==> config.mk <==
export PLATFORM = sky130hd
export DESIGN_NAME = cfg_chain_loader
export DESIGN_NICKNAME = d
export VERILOG_FILES = /design/src/rtl/cfg_chain_loader.sv
export SDC_FILE = /design/constraint.sdc
export NUM_CORES = 1
export LEC_CHECK = 0
export ABC_AREA = 1
export CAP_MARGIN = 20
export CORE_AREA = 2 2 74 76
export DETAILED_ROUTE_END_ITERATION = 7
export DIE_AREA = 0 0 76 78
export GPL_TIMING_DRIVEN = 0
export PLACE_DENSITY = 0.79
export RECOVER_POWER = 50
export SETUP_SLACK_MARGIN = 0.1
export SLEW_MARGIN = 15
export SYNTH_ARGS = -nofsm -noshare
export SYNTH_HDL_FRONTEND = slang
export SYNTH_SLANG_ARGS = --single-unit
==> constraint.sdc <==
create_clock -name prog_clk -period 3.5 [get_ports prog_clk]
set_input_delay 0.875 -clock prog_clk [delete_from_list [all_inputs] [get_ports prog_clk]]
set_output_delay 0.875 -clock prog_clk [all_outputs]
set_load 0.005 [all_outputs]
==> src/rtl/cfg_chain_loader.sv <==
// cfg_chain_loader
//
// Programming-side front end of the configuration scan chain. Host words
// arrive on a valid/ready stream. They are serialised LSB first onto the
// daisy-chained prog_in/prog_en inputs of the programmable muxes and
// connection boxes. Exactly CHAIN_LEN bits are driven per load. The unused
// upper bits of the final word are dropped. Everything runs on prog_clk,
// which is also the chain's shift clock.
//
// Optional feature (macro CFG_READBACK_EN):
//   A CRC-16 (poly 0x1021, init 0xFFFF) is accumulated over the driven bits.
//   A VERIFY pass then recirculates the chain for CHAIN_LEN more cycles
//   (chain_data = chain_ret) and computes a second CRC over chain_ret.
//   A CRC mismatch raises the sticky error flag together with done.
//   Without the macro there is no VERIFY state and error is tied to 0.
//
// Ports:
//   prog_clk    in   programming clock, shared with the chain
//   prog_rst    in   synchronous active-high reset
//   start       in   begin a load; only looked at while idle
//   s_data      in   [WORD_W] configuration word, bit 0 shifted first
//   s_valid     in   s_data valid
//   s_ready     out  loader accepts s_data this cycle
//   chain_data  out  serial bit to the first stage's prog_in
//   chain_en    out  chain prog_en; the chain shifts on every edge it is high
//   chain_ret   in   prog_out of the last chain stage
//   busy        out  load (or verify) in progress
//   done        out  one-cycle completion pulse
//   error       out  verify mismatch, sticky until the next start

module cfg_chain_loader #(
    parameter int WORD_W    = 32,
    parameter int CHAIN_LEN = 80
) (
    input  logic              prog_clk,
    input  logic              prog_rst,
    input  logic              start,
    input  logic [WORD_W-1:0] s_data,
    input  logic              s_valid,
    output logic              s_ready,
    output logic              chain_data,
    output logic              chain_en,
    input  logic              chain_ret,
    output logic              busy,
    output logic              done,
    output logic              error
);

    localparam int NWORDS = (CHAIN_LEN + WORD_W - 1) / WORD_W;
    localparam int BCW    = $clog2(CHAIN_LEN + 1);
    localparam int WBW    = $clog2(WORD_W + 1);
    localparam int WCW    = $clog2(NWORDS + 1);

`ifdef CFG_READBACK_EN
    typedef enum logic [2:0] {
        IDLE   = 3'd0,
        FETCH  = 3'd1,
        SHIFT  = 3'd2,
        VERIFY = 3'd3,
        FINISH = 3'd4
    } state_t;
`else
    typedef enum logic [2:0] {
        IDLE   = 3'd0,
        FETCH  = 3'd1,
        SHIFT  = 3'd2,
        FINISH = 3'd4
    } state_t;
`endif

    state_t            state_q, state_d;
    logic [WORD_W-1:0] sreg_q, sreg_d;          // remaining bits of the current word
    logic [BCW-1:0]    bit_cnt_q, bit_cnt_d;    // bits driven so far, incl. the current one
    logic [WBW-1:0]    wbit_q, wbit_d;          // bits of the current word driven so far
    logic [WCW-1:0]    word_cnt_q, word_cnt_d;  // words accepted in this load
    logic              chain_en_q, chain_en_d;
    logic              chain_data_q, chain_data_d;
    logic              take_word;

`ifdef CFG_READBACK_EN
    logic [15:0] crc_ld_q, crc_ld_d;   // CRC of the bits driven into the chain
    logic [15:0] crc_vf_q, crc_vf_d;   // CRC of the bits coming back out
    logic        error_q, error_d;

    function automatic logic [15:0] crc_step(input logic [15:0] crc, input logic bit_in);
        logic fb;
        fb = crc[15] ^ bit_in;
        return {crc[14:0], 1'b0} ^ (fb ? 16'h1021 : 16'h0000);
    endfunction
`endif

    // The host is offered a slot while fetching, and also in the cycle that
    // drives the last bit of a word, so that back-to-back words stream with
    // no gap. The word counter guarantees nothing beyond NWORDS is consumed.
    always_comb begin
        s_ready = 1'b0;
        if (word_cnt_q < WCW'(NWORDS)) begin
            if (state_q == FETCH) begin
                s_ready = 1'b1;
            end else if (state_q == SHIFT && bit_cnt_q != BCW'(CHAIN_LEN) &&
                         wbit_q == WBW'(WORD_W)) begin
                s_ready = 1'b1;
            end
        end
    end

    assign take_word = s_valid && s_ready;

    always_comb begin
        state_d      = state_q;
        sreg_d       = sreg_q;
        bit_cnt_d    = bit_cnt_q;
        wbit_d       = wbit_q;
        word_cnt_d   = word_cnt_q;
        chain_en_d   = 1'b0;
        chain_data_d = chain_data_q;
        busy         = 1'b0;
        done         = 1'b0;
`ifdef CFG_READBACK_EN
        crc_ld_d     = crc_ld_q;
        crc_vf_d     = crc_vf_q;
        error_d      = error_q;
`endif

        case (state_q)
            IDLE: begin
                if (start) begin
                    state_d    = FETCH;
                    bit_cnt_d  = '0;
                    wbit_d     = '0;
                    word_cnt_d = '0;
`ifdef CFG_READBACK_EN
                    crc_ld_d   = 16'hFFFF;
                    crc_vf_d   = 16'hFFFF;
                    error_d    = 1'b0;
`endif
                end
            end

            FETCH: begin
                busy = 1'b1;
                if (take_word) begin
                    state_d      = SHIFT;
                    chain_en_d   = 1'b1;
                    chain_data_d = s_data[0];
                    sreg_d       = {1'b0, s_data[WORD_W-1:1]};
                    wbit_d       = WBW'(1);
                    bit_cnt_d    = bit_cnt_q + BCW'(1);
                    word_cnt_d   = word_cnt_q + WCW'(1);
                end
            end

            SHIFT: begin
                busy = 1'b1;
`ifdef CFG_READBACK_EN
                crc_ld_d = crc_step(crc_ld_q, chain_data_q);
`endif
                if (bit_cnt_q == BCW'(CHAIN_LEN)) begin
                    // Last chain bit is on the wire now; leftover word bits are dropped.
`ifdef CFG_READBACK_EN
                    state_d    = VERIFY;
                    chain_en_d = 1'b1;
                    bit_cnt_d  = '0;
`else
                    state_d    = FINISH;
`endif
                end else if (wbit_q == WBW'(WORD_W)) begin
                    if (take_word) begin
                        chain_en_d   = 1'b1;
                        chain_data_d = s_data[0];
                        sreg_d       = {1'b0, s_data[WORD_W-1:1]};
                        wbit_d       = WBW'(1);
                        bit_cnt_d    = bit_cnt_q + BCW'(1);
                        word_cnt_d   = word_cnt_q + WCW'(1);
                    end else begin
                        // Host not ready: park with the chain held.
                        state_d = FETCH;
                    end
                end else begin
                    chain_en_d   = 1'b1;
                    chain_data_d = sreg_q[0];
                    sreg_d       = {1'b0, sreg_q[WORD_W-1:1]};
                    wbit_d       = wbit_q + WBW'(1);
                    bit_cnt_d    = bit_cnt_q + BCW'(1);
                end
            end

`ifdef CFG_READBACK_EN
            VERIFY: begin
                busy     = 1'b1;
                crc_vf_d = crc_step(crc_vf_q, chain_ret);
                // bit_cnt counts completed verify cycles before this one.
                if (bit_cnt_q == BCW'(CHAIN_LEN - 1)) begin
                    state_d = FINISH;
                    error_d = (crc_vf_d != crc_ld_q);
                end else begin
                    chain_en_d = 1'b1;
                    bit_cnt_d  = bit_cnt_q + BCW'(1);
                end
            end
`endif

            FINISH: begin
                done    = 1'b1;
                state_d = IDLE;
            end

            default: begin
                state_d = IDLE;
            end
        endcase
    end

    always_ff @(posedge prog_clk) begin
        if (prog_rst) begin
            state_q      <= IDLE;
            bit_cnt_q    <= '0;
            wbit_q       <= '0;
            word_cnt_q   <= '0;
            chain_en_q   <= 1'b0;
            chain_data_q <= 1'b0;
`ifdef CFG_READBACK_EN
            error_q      <= 1'b0;
`endif
        end else begin
            state_q      <= state_d;
            bit_cnt_q    <= bit_cnt_d;
            wbit_q       <= wbit_d;
            word_cnt_q   <= word_cnt_d;
            chain_en_q   <= chain_en_d;
            chain_data_q <= chain_data_d;
`ifdef CFG_READBACK_EN
            error_q      <= error_d;
`endif
        end
    end

    // Datapath registers: reloaded at every word accept / start, no reset needed.
    always_ff @(posedge prog_clk) begin
        sreg_q <= sreg_d;
`ifdef CFG_READBACK_EN
        crc_ld_q <= crc_ld_d;
        crc_vf_q <= crc_vf_d;
`endif
    end

    assign chain_en = chain_en_q;

`ifdef CFG_READBACK_EN
    // Recirculation must be combinational so the loop stays exactly CHAIN_LEN long.
    assign chain_data = (state_q == VERIFY) ? chain_ret : chain_data_q;
    assign error      = error_q;
`else
    logic unused_chain_ret;
    assign unused_chain_ret = chain_ret;
    assign chain_data       = chain_data_q;
    assign error            = 1'b0;
`endif

endmodule

* Yosys cells after proc, flatten, opt, wreduce, memory -nomap -nowiden
Cells that the tools add are included.
** Cells by class
- Equal/unequal tests :: 12
- Order comparisons :: 1
- Mux-type cells :: 38
- Reduce and logical (&&, ||, !) cells :: 11
- $add $sub $neg :: 3
** Operator list (number)
- 32-bit 2-to-1 mux :: 3
- 32-bit one-hot mux with 2 select lines :: 1
- 7-bit 2-to-1 mux :: 4
- 6-bit 2-to-1 mux :: 4
- 7-bit one-hot mux with 3 select lines :: 1
- 6-bit one-hot mux with 3 select lines :: 1
- 3-bit 2-to-1 mux :: 5
- 1-bit 2-to-1 mux :: 11
- 3-bit one-hot mux with 3 select lines :: 1
- 2-bit 2-to-1 mux :: 4
- 4-bit AND reduction :: 2
- 7-bit by 1-bit adder with 7-bit output, second input constant :: 1
- 7-bit equality test, second input constant :: 1
- 7-bit != test, second input constant :: 1
- 6-bit by 1-bit adder with 6-bit output, second input constant :: 1
- 6-bit equality test, second input constant :: 1
- 2-bit != test, second input constant :: 3
- 2-bit one-hot mux with 3 select lines :: 1
- 1-bit one-hot mux with 2 select lines :: 2
- 3-bit by 1-bit equality test with 1-bit output, second input constant :: 1
- 3-bit by 2-bit equality test with 1-bit output, second input constant :: 1
- 3-bit equality test, second input constant :: 1
- 1-bit logical AND :: 3
- 3-bit logical NOT :: 1
- other kinds (10) :: 10
** Word-level totals
- Logic and storage cells :: 72
- Output and inout bits :: 6
- Register bits after elaboration :: 52
- Input bits :: 37

* Longest topological paths before layout
- Word-level depth :: 11
- Depth in mapped cells :: 13
- Depth with buffers taken out :: 13

* Worst setup path before layout
OpenSTA, ideal clock, no wires.
- Path type :: register -> output
- From :: register bit_cnt_q[0]
- To :: output port s_ready
- Slack :: 1.099 ns
- Stages on the path, launching flop included :: 9
- Required time :: 2.625 ns
- Arrival :: 1.526 ns
- Buffers on the path :: 0
- Path through :: dfxtp_1 inv_1 ha_1 nand2_1 inv_1 nand3_1 nand2_2 nand2_2 and2_1
** Between the ends
- Longest elaborated chain between the ends :: 6
** RTL lines
- from (decl) :: line 73 : logic [BCW-1:0] bit_cnt_q, bit_cnt_d;
- from (signal assigned) :: line 227 : bit_cnt_q <= bit_cnt_d;
- 7-bit != test :: line 100 : end else if (state_q == SHIFT && bit_cnt_q != BCW'(CHAIN_LEN) &&
- 1-bit logical AND (2 in series) :: line 100
- 1-bit 2-to-1 mux :: line 100
- 1-bit 2-to-1 mux :: line 98 : if (state_q == FETCH) begin
- 1-bit 2-to-1 mux :: line 97 : if (word_cnt_q < WCW'(NWORDS)) begin
- to (decl) :: line 40 : output logic s_ready,
No other way between the ends.

* Worst setup path in the final report
Ends and elaborated chain as after synthesis.

==> impl_metrics.env <==
export IMPL_outcome="completed"
export IMPL_slew_headroom=0.544
export IMPL_finalMaxSlewViolations=0
export IMPL_diodes=0
export IMPL_ys_dominant_reg_cell="edfxtp_1"
export IMPL_peakVddDrop_mv=0.236
export IMPL_yosys_register_bits=52
export IMPL_grt_total_usage=0.228
export IMPL_path_cells="inv_1, ha_1, nand2_1, inv_1, nand3_1, nand2_1, nand2_8, and2_1, clkdlybuf4s50_1"
export IMPL_cts_root_buf="clkbuf_8"
export IMPL_antenna_found_initial=0
export IMPL_synth_warning_count=0
export IMPL_grt_max_degree=37
export IMPL_drc_errors=0
export IMPL_post_cts_buffers=0
export IMPL_syn2layout_area_growth_pct=21.5
export IMPL_hold_violations=0
export IMPL_grt_pass1_vias=2363
export IMPL_overflow=0
export IMPL_slowest_stage="clkdlybuf4s50_1"
export IMPL_die_h_um=78
export IMPL_path_delay_family="simple AND/OR/NAND/NOR gates"
export IMPL_synth_area_per_cell_um2=8.24
export IMPL_synth_cell_types=31
export IMPL_cpPeakStageDelay_ns=0.49
export IMPL_grt_setup_unrepaired="false"
export IMPL_drive_above_1_share=0.0714
export IMPL_drt_wirelength_per_cell_um=14.2
export IMPL_place_area_um2=3210
export IMPL_seq_area_frac_synth=0.501
export IMPL_drt_initial_drc_count=201
export IMPL_yosys_area_top_type="edfxtp_1"
export IMPL_r2r_start="bit_cnt_q[0]"
export IMPL_start_util=0.539
export IMPL_setup_worst_path_start_class="register"
export IMPL_place_ws_ns=0.335
export IMPL_vias=2443
export IMPL_max_cap_violations=0
export IMPL_skew_ns=0.0130
export IMPL_required_ns=2.62
export IMPL_cts_hold_buffers=0
export IMPL_dp_hpwl_um=4400
export IMPL_worst_r2r_setup_slack_ns=0.91
export IMPL_netlist_area_leader_share=0.354
export IMPL_end_kind="output port"
export IMPL_numCtsBuffers=5
export IMPL_synth_edf_count=32
export IMPL_clk_pin_slew_ns=0.10
export IMPL_power_density_nw_per_um2=407
export IMPL_cts_tree="built"
export IMPL_coreArea_um2=5040
export IMPL_core_rowCount=26
export IMPL_rr_worst_depth=13
export IMPL_min_path_cells=2
export IMPL_ys_top_cells_by_area="edfxtp_1 35%, dfxtp_1 15%, nor2_1 11%, o22ai_1 7.6%, nand2_1 6.4%"
export IMPL_syn_area_um2=2720
export IMPL_drt_first_pass_iters=4
export IMPL_vias_per_cell=5.45
export IMPL_arrival_ns=2.28
export IMPL_r2r_end="bit_cnt_q[3]"
export IMPL_synthArstFlopShare=0
export IMPL_p_leak_nw=1.31
export IMPL_hold_class="register to register"
export IMPL_layout_nets=419
export IMPL_dieArea_um2=5930
export IMPL_post_route_period_util=0.900
export IMPL_tightest_slew_ns=0.682
export IMPL_fmax_mhz=317
export IMPL_ant_nets=0
export IMPL_yosysMostFrequentCell="nor2_1"
export IMPL_clock_latency_ns=0.32
export IMPL_holdWs_ns=0.484
export IMPL_synth_cells=330
export IMPL_fin_area_um2=3300
export IMPL_numClockSinks=52
export IMPL_fin_crit_ns=3.15
export IMPL_final_cells=448
export IMPL_grt_pass1_wl_um=10900
export IMPL_finalWirelength_um=6380
export IMPL_io_pins=43
export IMPL_setup_violations=0
export IMPL_htree_num_levels=2
export IMPL_die_x_um=76
export IMPL_synth_common_cells="82 x nor2_1, 46 x nand2_1, 33 x o22ai_1, 32 x edfxtp_1, 24 x inv_1"
export IMPL_hold_start="word_cnt_q[1]"
export IMPL_path_class="register to output port"
export IMPL_critPathBufInv=3
export IMPL_synth_nets=372
export IMPL_setup_tns_ns=0
export IMPL_placedCellCount=440
export IMPL_worstPathMaxFanout=36
export IMPL_gp_congestion=0.876
export IMPL_setup_ws_ns=0.350
export IMPL_portBuffers=40
export IMPL_clockBufferDepth=2
export IMPL_hold_end="word_cnt_q[1]"
## layout make-up
type | count | area [um^2]
buffer | 12 | 62.6
multi-input combinational | 236 | 1170
sequential | 52 | 1360
timing repair buffer | 40 | 400
tap | 70 | 87.6
clock buffer | 5 | 68.8
fill | 421 | 1740
inverter | 30 | 113
clock inverter | 3 | 42.5
## flip-flops by register name, indices dropped and copies added, names as in the netlist
| register | count |
|---|---|
| sreg_q | 32 |
| bit_cnt_q | 7 |
| wbit_q | 6 |
| state_q | 3 |
| word_cnt_q | 2 |
| chain_data | 1 |
| chain_en | 1 |
## kinds of logic (layout without fill, tap and decap cells)
| logic type | count (synthesis) | in the layout | synth area share |
|---|---|---|---|
| flip-flops | 52 | 52 | 0.501 |
| adder cells (fa/ha/maj) | 5 | 5 | 0.0230 |
| other | 1 | 1 | 0.00138 |
| buffers and inverters | 42 | 90 | 0.0658 |
| AO/OA/AOI/OAI | 64 | 64 | 0.138 |
| AND/OR/NAND/NOR | 163 | 163 | 0.262 |
| XOR/XNOR | 3 | 3 | 0.00967 |
## where the power goes
group	leakage, nW	switching [mW]	internal (mW)
logic	0.789	0.107	0.0838
registers	0.462	0.0225	0.707
clock network	0.0541	0.210	0.212
## worst max path at each step
stage | cells past startpoint | slack (ns) | to | startpoint
6_report | 9 | 0.35 | s_ready | bit_cnt_q[0]
3_5_place_dp | 9 | 0.33 | s_ready | bit_cnt_q[0]
5_1_grt | 9 | 0.16 | s_ready | bit_cnt_q[0]
2_1_floorplan | 8 | 1.10 | s_ready | bit_cnt_q[0]
3_3_place_gp | 9 | 0.38 | s_ready | bit_cnt_q[0]
4_1_cts | 9 | 0.26 | s_ready | bit_cnt_q[0]
## layout by cell type, fill, tap and decap left out
| cell | synthesis | final |
|---|---|---|
| nor2_1 | 82 | 83 |
| nand2_1 | 46 | 48 |
| clkdlybuf4s50_1 | 0 | 36 |
| o22ai_1 | 33 | 33 |
| edfxtp_1 | 32 | 32 |
| inv_1 | 24 | 25 |
| dfxtp_1 | 20 | 20 |
| a21oi_1 | 19 | 19 |
| nand3_1 | 17 | 18 |
| clkbuf_1 | 5 | 6 |
| inv_2 | 6 | 5 |
| o21ai_0 | 5 | 5 |
| ha_1 | 5 | 5 |
| clkbuf_8 | 0 | 5 |
| buf_4 | 5 | 4 |
| dlygate4sd3_1 | 0 | 4 |
| nand3_2 | 3 | 3 |
| xor2_1 | 3 | 3 |
| o21ai_1 | 3 | 3 |
| a21oi_2 | 2 | 2 |
| buf_2 | 2 | 2 |
| nor3_1 | 2 | 2 |
| nand3b_1 | 2 | 2 |
| nand4_1 | 2 | 2 |
| nand2_8 | 0 | 1 |
| nand2_4 | 1 | 1 |
| and2_1 | 1 | 1 |
| or2_0 | 0 | 1 |
| or2_2 | 1 | 1 |
| o211ai_1 | 1 | 1 |
| o21a_1 | 1 | 1 |
| conb_1 | 1 | 1 |
| clkinv_2 | 0 | 1 |
| bufinv_16 | 0 | 1 |
| clkinvlp_4 | 0 | 1 |
## per-layer routing
metal	vias to the layer above	GRT usage	wire, um
met3	8	0.0453	302
met1	1163	0.298	2990
li1	1209	-	-
met4	0	0.0855	97
met5	-	0	0
met2	63	0.377	2990
## through the flow
step / utilization / total power [mW]
finish: 0.655 / 1.34
global route: 0.655 / 1.39
CTS: 0.659 / 1.34
detailed placement: 0.636 / 0.934
global placement: 0.636 / 0.927
floorplan: - / 0.849
## worst reg2reg max path, delay by kind of cell (launching register included)
kind / cells / cell delay [ns]
simple gates: 9 / 1.69
flops: 1 / 0.40
fa+ha+maj: 1 / 0.21
compound gates: 1 / 0.12
buf+inv: 2 / 0.11
## what timing repair did
action	in CTS	in global routing
gates resized for setup	1	1
setup endpoints to repair	1	1
cloned	0	0
Note: power is estimated with default switching activity, not from simulation.
==> variant 1 (same settings) <==
Compare `bit_cnt_q` against `BCW'(CHAIN_LEN)` with >= in place of ==.
--- a/src/rtl/cfg_chain_loader.sv
+++ b/src/rtl/cfg_chain_loader.sv
@@ -155,7 +155,7 @@
 `ifdef CFG_READBACK_EN
                 crc_ld_d = crc_step(crc_ld_q, chain_data_q);
 `endif
-                if (bit_cnt_q == BCW'(CHAIN_LEN)) begin
+                if (bit_cnt_q >= BCW'(CHAIN_LEN)) begin
                     // Last chain bit is on the wire now; leftover word bits are dropped.
 `ifdef CFG_READBACK_EN
                     state_d    = VERIFY;
Behaviour: same outputs for any inputs over 10 cycles, from zero or initial values and one cycle with prog_rst high; that may be too few to reach the edited logic, so the function may still have changed.
==> variant 1 against the unedited design <==
  * The run now ends with max-capacitance violations, max-slew violations left
  * Worst setup slack gained 0.19 ns
  * Wire length grew 2.3%
  * Synthesized area grew 15%
  * First-iteration DRC count shrank 35%
  * Clock skew shrank 0.0089 ns
  * Final area grew 11%
  * Power shrank 9.2%
  * Sequential cell count is the same
==> variant 1: results (changes against the unedited design) <==
The run gives 5 (+1) as the first-pass iteration count of the detailed router. The run finished, with violations left. The starting DRC count in detailed routing was 131 (-35%). The data arrival time at the worst-slack endpoint is 2.09 ns (-0.19 ns), and the share of cells above drive strength 1 is 4.37% (-2.8 points). The relative area change from synthesis to final layout was 17.3%. The XOR/XNOR share of the synthesized area is 0.843% (-0.12 points). The via count of the first global-routing pass was 2673 (+13%). The adder-cell share of the synthesized area came out at 2.01% (-0.29 points). Worst IR drop on VDD: 0.000180 V (-24%). Yosys attributes the largest share of cell area to edfxtp_1, nand2_1, dfxtp_1, inv_1, o21ai_0. The startpoint identified for the worst register-to-register timing path is state_q[1]$_SDFFE_PP0P_. Following the worst setup path forward leads to its endpoint at busy. The max-slew violation count was 38 (+38); the leakage power of the design was 1.62 nW (+24%). Fraction of the mapped netlist area in compound gates: 15.1% (+1.4 points). For the via count of the routed design, the log shows 2828 (+16%). Peak fanout along the critical path: 9 (-75%). The cell class contributing the biggest share of worst-path delay is buffers and inverters.

The cell count after placement is 543 (+23%). The longest individual stage delay on the worst path is 0.56 ns (+0.07 ns), and the placed standard-cell area is 3600 µm² (+12%). Worst hold margin: 0.484 ns (+0.000480 ns).

Average footprint of a synthesized cell: 7.20 µm² (-13%). For the net count after synthesis, the log shows 475 (+28%). For the total routing usage reported by global routing, the log shows 23.0% (+0.22 points). The final cell count without fillers is 551 (+23%), and the number of nets in the layout is 522 (+25%). The tools report the largest net degree at the start of global routing as 38 (+2.7%).

Fraction of registers with async set/reset: 0% (unchanged). The global placement routability congestion was 0.863 (-1.6%). The level count of the clock H-tree came out at 2 (unchanged). The endpoint of the worst hold path was wbit_q[5]$_SDFFE_PP0P_. The run gives 0.337 GHz (+6.3%) as the highest clock rate.

The pre-CTS worst setup slack came out at 0.881 ns (+0.546 ns). The run gives 43.7% (-6.4 points) as the post-synthesis sequential area ratio. The startpoint of the worst hold path is wbit_q[5]$_SDFFE_PP0P_.

In this run the critical register-to-register path is captured at bit_cnt_q[6]$_SDFFE_PP0P_. The estimated wirelength of the detail-placed design was 4710 µm (+7.0%). For the global-route wire length before repair, the log shows 11200 µm (+3.3%). The number of violations of the max-capacitance limit was 1 (+1); the final design utilization was 72.5% (+7.0 points). The final reports fail on max-capacitance violations, max-slew violations. By count the netlist is led by nand2_1, inv_1, o21ai_0. The tools report the layout filler cell count as 423 (+0.48%).
## variant 1: cell count changes after synthesis, sizes merged, moves of 2 or more
| cell | change |
|---|---|
| buf | +5 |
| nand2 | +68 |
| nor2 | -61 |
| inv | +62 |
| nand4 | +2 |
| nor3 | +2 |
| a21oi | -2 |
| o21ai | +61 |
| o22ai | -31 |
## variant 1: area by class of cell
type                            count  area share (%)
Multi-Input combinational cell    272            35.3
Timing Repair Buffer               40            11.0
Sequential cell                    52            37.2
Clock buffer                        7            2.09
Buffer                             16            2.29
Inverter                           93            9.59
Tap cell                           70            2.40
Clock inverter                      1           0.103
## variant 1: per-layer routing
layer	track usage (%)	wire length [µm]	vias to the layer above
met5	0	0	-
met4	6.91	113	0
met3	5.12	398	15
met2	41.9	3130	93
met1	27.2	2890	1266
li1	-	-	1454
## variant 1: report_power, final
part	switching (mW)	total [mW]	internal (mW)
clock	0.187	0.327	0.140
combinational	0.106	0.184	0.0783
sequential	0.0118	0.708	0.696
total	0.305	1.22	0.914
==> variant 2 (same flow settings) <==
Without the edit above. `CHAIN_LEN`: 80 -> 160.
--- a/src/rtl/cfg_chain_loader.sv
+++ b/src/rtl/cfg_chain_loader.sv
@@ -30,7 +30,7 @@
 
 module cfg_chain_loader #(
     parameter int WORD_W    = 32,
-    parameter int CHAIN_LEN = 80
+    parameter int CHAIN_LEN = 160
 ) (
     input  logic              prog_clk,
     input  logic              prog_rst,
Formal check against the unedited RTL: same outputs for any inputs over 10 cycles, from zero or initial values and one cycle with prog_rst high; that may be too few to reach the edited logic, so the function may still have changed.
==> variant 2 against the unedited design <==
  * Die area did not move
  * Final area rose by 4.5%
  * Largest cell class unchanged
  * Sequential cell count rose by 2
  * Non-clock buffer count did not move
  * Sequential share of layout area fell by 0.62 points
  * Critical path depth rose by 1
  * First-iteration DRC count fell by 2.5%
  * Core utilization rose by 3.0 points
  * Final cell count rose by 4.5%
  * Worst setup slack got worse by 0.015 ns
  * Power fell by 4.6%
  * Count of clock-buffer cells in the layout rose by 1
  * Wire length rose by 2.1%
  * Synthesized area rose by 7.8%
==> variant 2: results (changes against the unedited design) <==
The estimated wirelength of the detail-placed design is 4640 µm (+5.4%). The number of cells traversed by the worst register-to-register path was 12 (-1); the post-route clock skew was 0.00743 ns (-0.00556 ns). Leakage power of the design: 1.37 nW (+5.0%).

The first-pass iteration count of the detailed router was 5 (+1); the post-synthesis sequential area ratio was 47.8% (-2.2 points). The level count of the clock H-tree was 2 (unchanged); the number of nets in the layout was 439 (+4.8%). In the final layout, the registers with the most flip-flops are sreg_q (32), bit_cnt_q (8), wbit_q (6). The post-detailed-routing wire length is 6520 µm (+2.1%), and the net count after synthesis is 393 (+5.6%).

The latest clock arrival within the worst-skew pair is 0.30 ns (-0.02 ns). The global-route wire length before repair is 11200 µm (+2.9%), and the share of cells above drive strength 1 is 6.28% (-0.86 points). The starting DRC count in detailed routing was 196 (-2.5%). The slew at the pin closest to its max-slew limit was 0.553 ns (-0.129 ns).

In this run the most critical hold path is launched from chain_data$_SDFFE_PP0P_. The worst IR drop on VDD is 0.000249 V (+5.4%). The wire length the detailed router placed on met1 is 2950 µm (-1.2%), and the clock-pin slew of the registers on the worst-case setup and hold paths is 0.09 ns. The port buffer count works out to 39 (-2.5%). The peak fanout along the critical path was 41 (+14%); the fraction of the mapped netlist area in compound gates was 15.0% (+1.2 points). The flow ran to the end, and the final reports show no timing, DRC or antenna violations. The final period demand of the worst path works out to 3.17 ns (+0.0152 ns). Worst reg2reg path endpoint: sreg_q[24]$_DFFE_PP_. The path with the worst hold slack has its endpoint at chain_data$_SDFFE_PP0P_. Largest net degree at the start of global routing: 42 (+14%). The worst setup slack for register-to-register paths was 0.86 ns (-0.05 ns). The launching point of the worst reg2reg path is bit_cnt_q[0]$_SDFFE_PP0P_.

The pre-CTS worst setup slack was 0.657 ns (+0.322 ns); the XOR/XNOR share of the synthesized area was 0.897% (-0.070 points). The adder-cell share of the synthesized area was 2.14% (-0.17 points); the met3 routed wirelength was 325 µm (+7.6%). Flip-flop cell with the highest count after synthesis: edfxtp_1.

The run gives 443 (+5.2%) as the layout filler cell count. The tools report the total routing usage reported by global routing as 23.6% (+0.82 points). By area the synthesized netlist is led by edfxtp_1, dfxtp_1, nand2_1, inv_1, o221ai_1. The global placement routability congestion was 0.841 (-4.0%); the via count of the first global-routing pass was 2380 (+0.72%).

By count the netlist is led by nand2_1, inv_1, edfxtp_1. The run gives 0 (-1) as the number of gates resized after cts. The run gives 32 (+3.2%) as the count of different cell masters after synthesis. The routed length on met2 is 3140 µm (+4.7%), and the via count of the routed design is 2523 (+3.3%).
variant 2: changes by cell type after synthesis, moves of 3 or more:
cell	before	now
o21ai_0	5	14
nor3_1	2	5
a22oi_1	0	8
o22ai_1	33	0
buf_4	5	2
o221ai_1	0	22
nand4_1	2	6
nand2_1	46	83
nand3_2	3	0
inv_1	24	57
buf_6	0	3
nor2_1	82	24
variant 2: routing by layer:
metal / vias to the layer above / global-route usage, %
li1: 1266 / -
met1: 1180 / 30.3
met2: 68 / 40.3
met3: 9 / 4.77
met4: 0 / 7.45
met5: - / 0
variant 2: cell type report:
cell class	count	area, µm²	share of cell area (%)
inverters	62	233	6.74
well taps	70	87.6	2.54
clock buffers	6	72.6	2.10
flip-flops and latches	54	1400	40.6
multi-input cells	222	1190	34.4
clock inverters	2	8.76	0.254
repair buffers	39	390	11.3
plain buffers	13	68.8	1.99
variant 2: power by group:
part	internal, mW	leakage, nW	switching [mW]
logic	0.0866	0.854	0.122
clock network	0.137	0.0388	0.188
registers	0.730	0.478	0.0164
total	0.954	1.37	0.327
variant 2: through the flow:
stage               cell area, µm²  hold slack [ns]  power [mW]  cells
finish                        3450            0.468        1.28    468
global route                  3450            0.516        1.35    468
CTS                           3490            0.475        1.30    468
detailed placement            3410            0.459       0.976    460
global placement              3410            0.451       0.970    460
floorplan                     2930            0.453       0.889    351
variant 2: critical path: stages, from the launching register on:
cell	delay [ns]
dfxtp_1	0.34
inv_1	0.08
ha_1	0.19
nand2_1	0.07
nor2_1	0.04
nand2_1	0.11
nand2_2	0.12
nand2_8	0.27
inv_1	0.12
nor2_1	0.11
clkdlybuf4s50_1	0.51
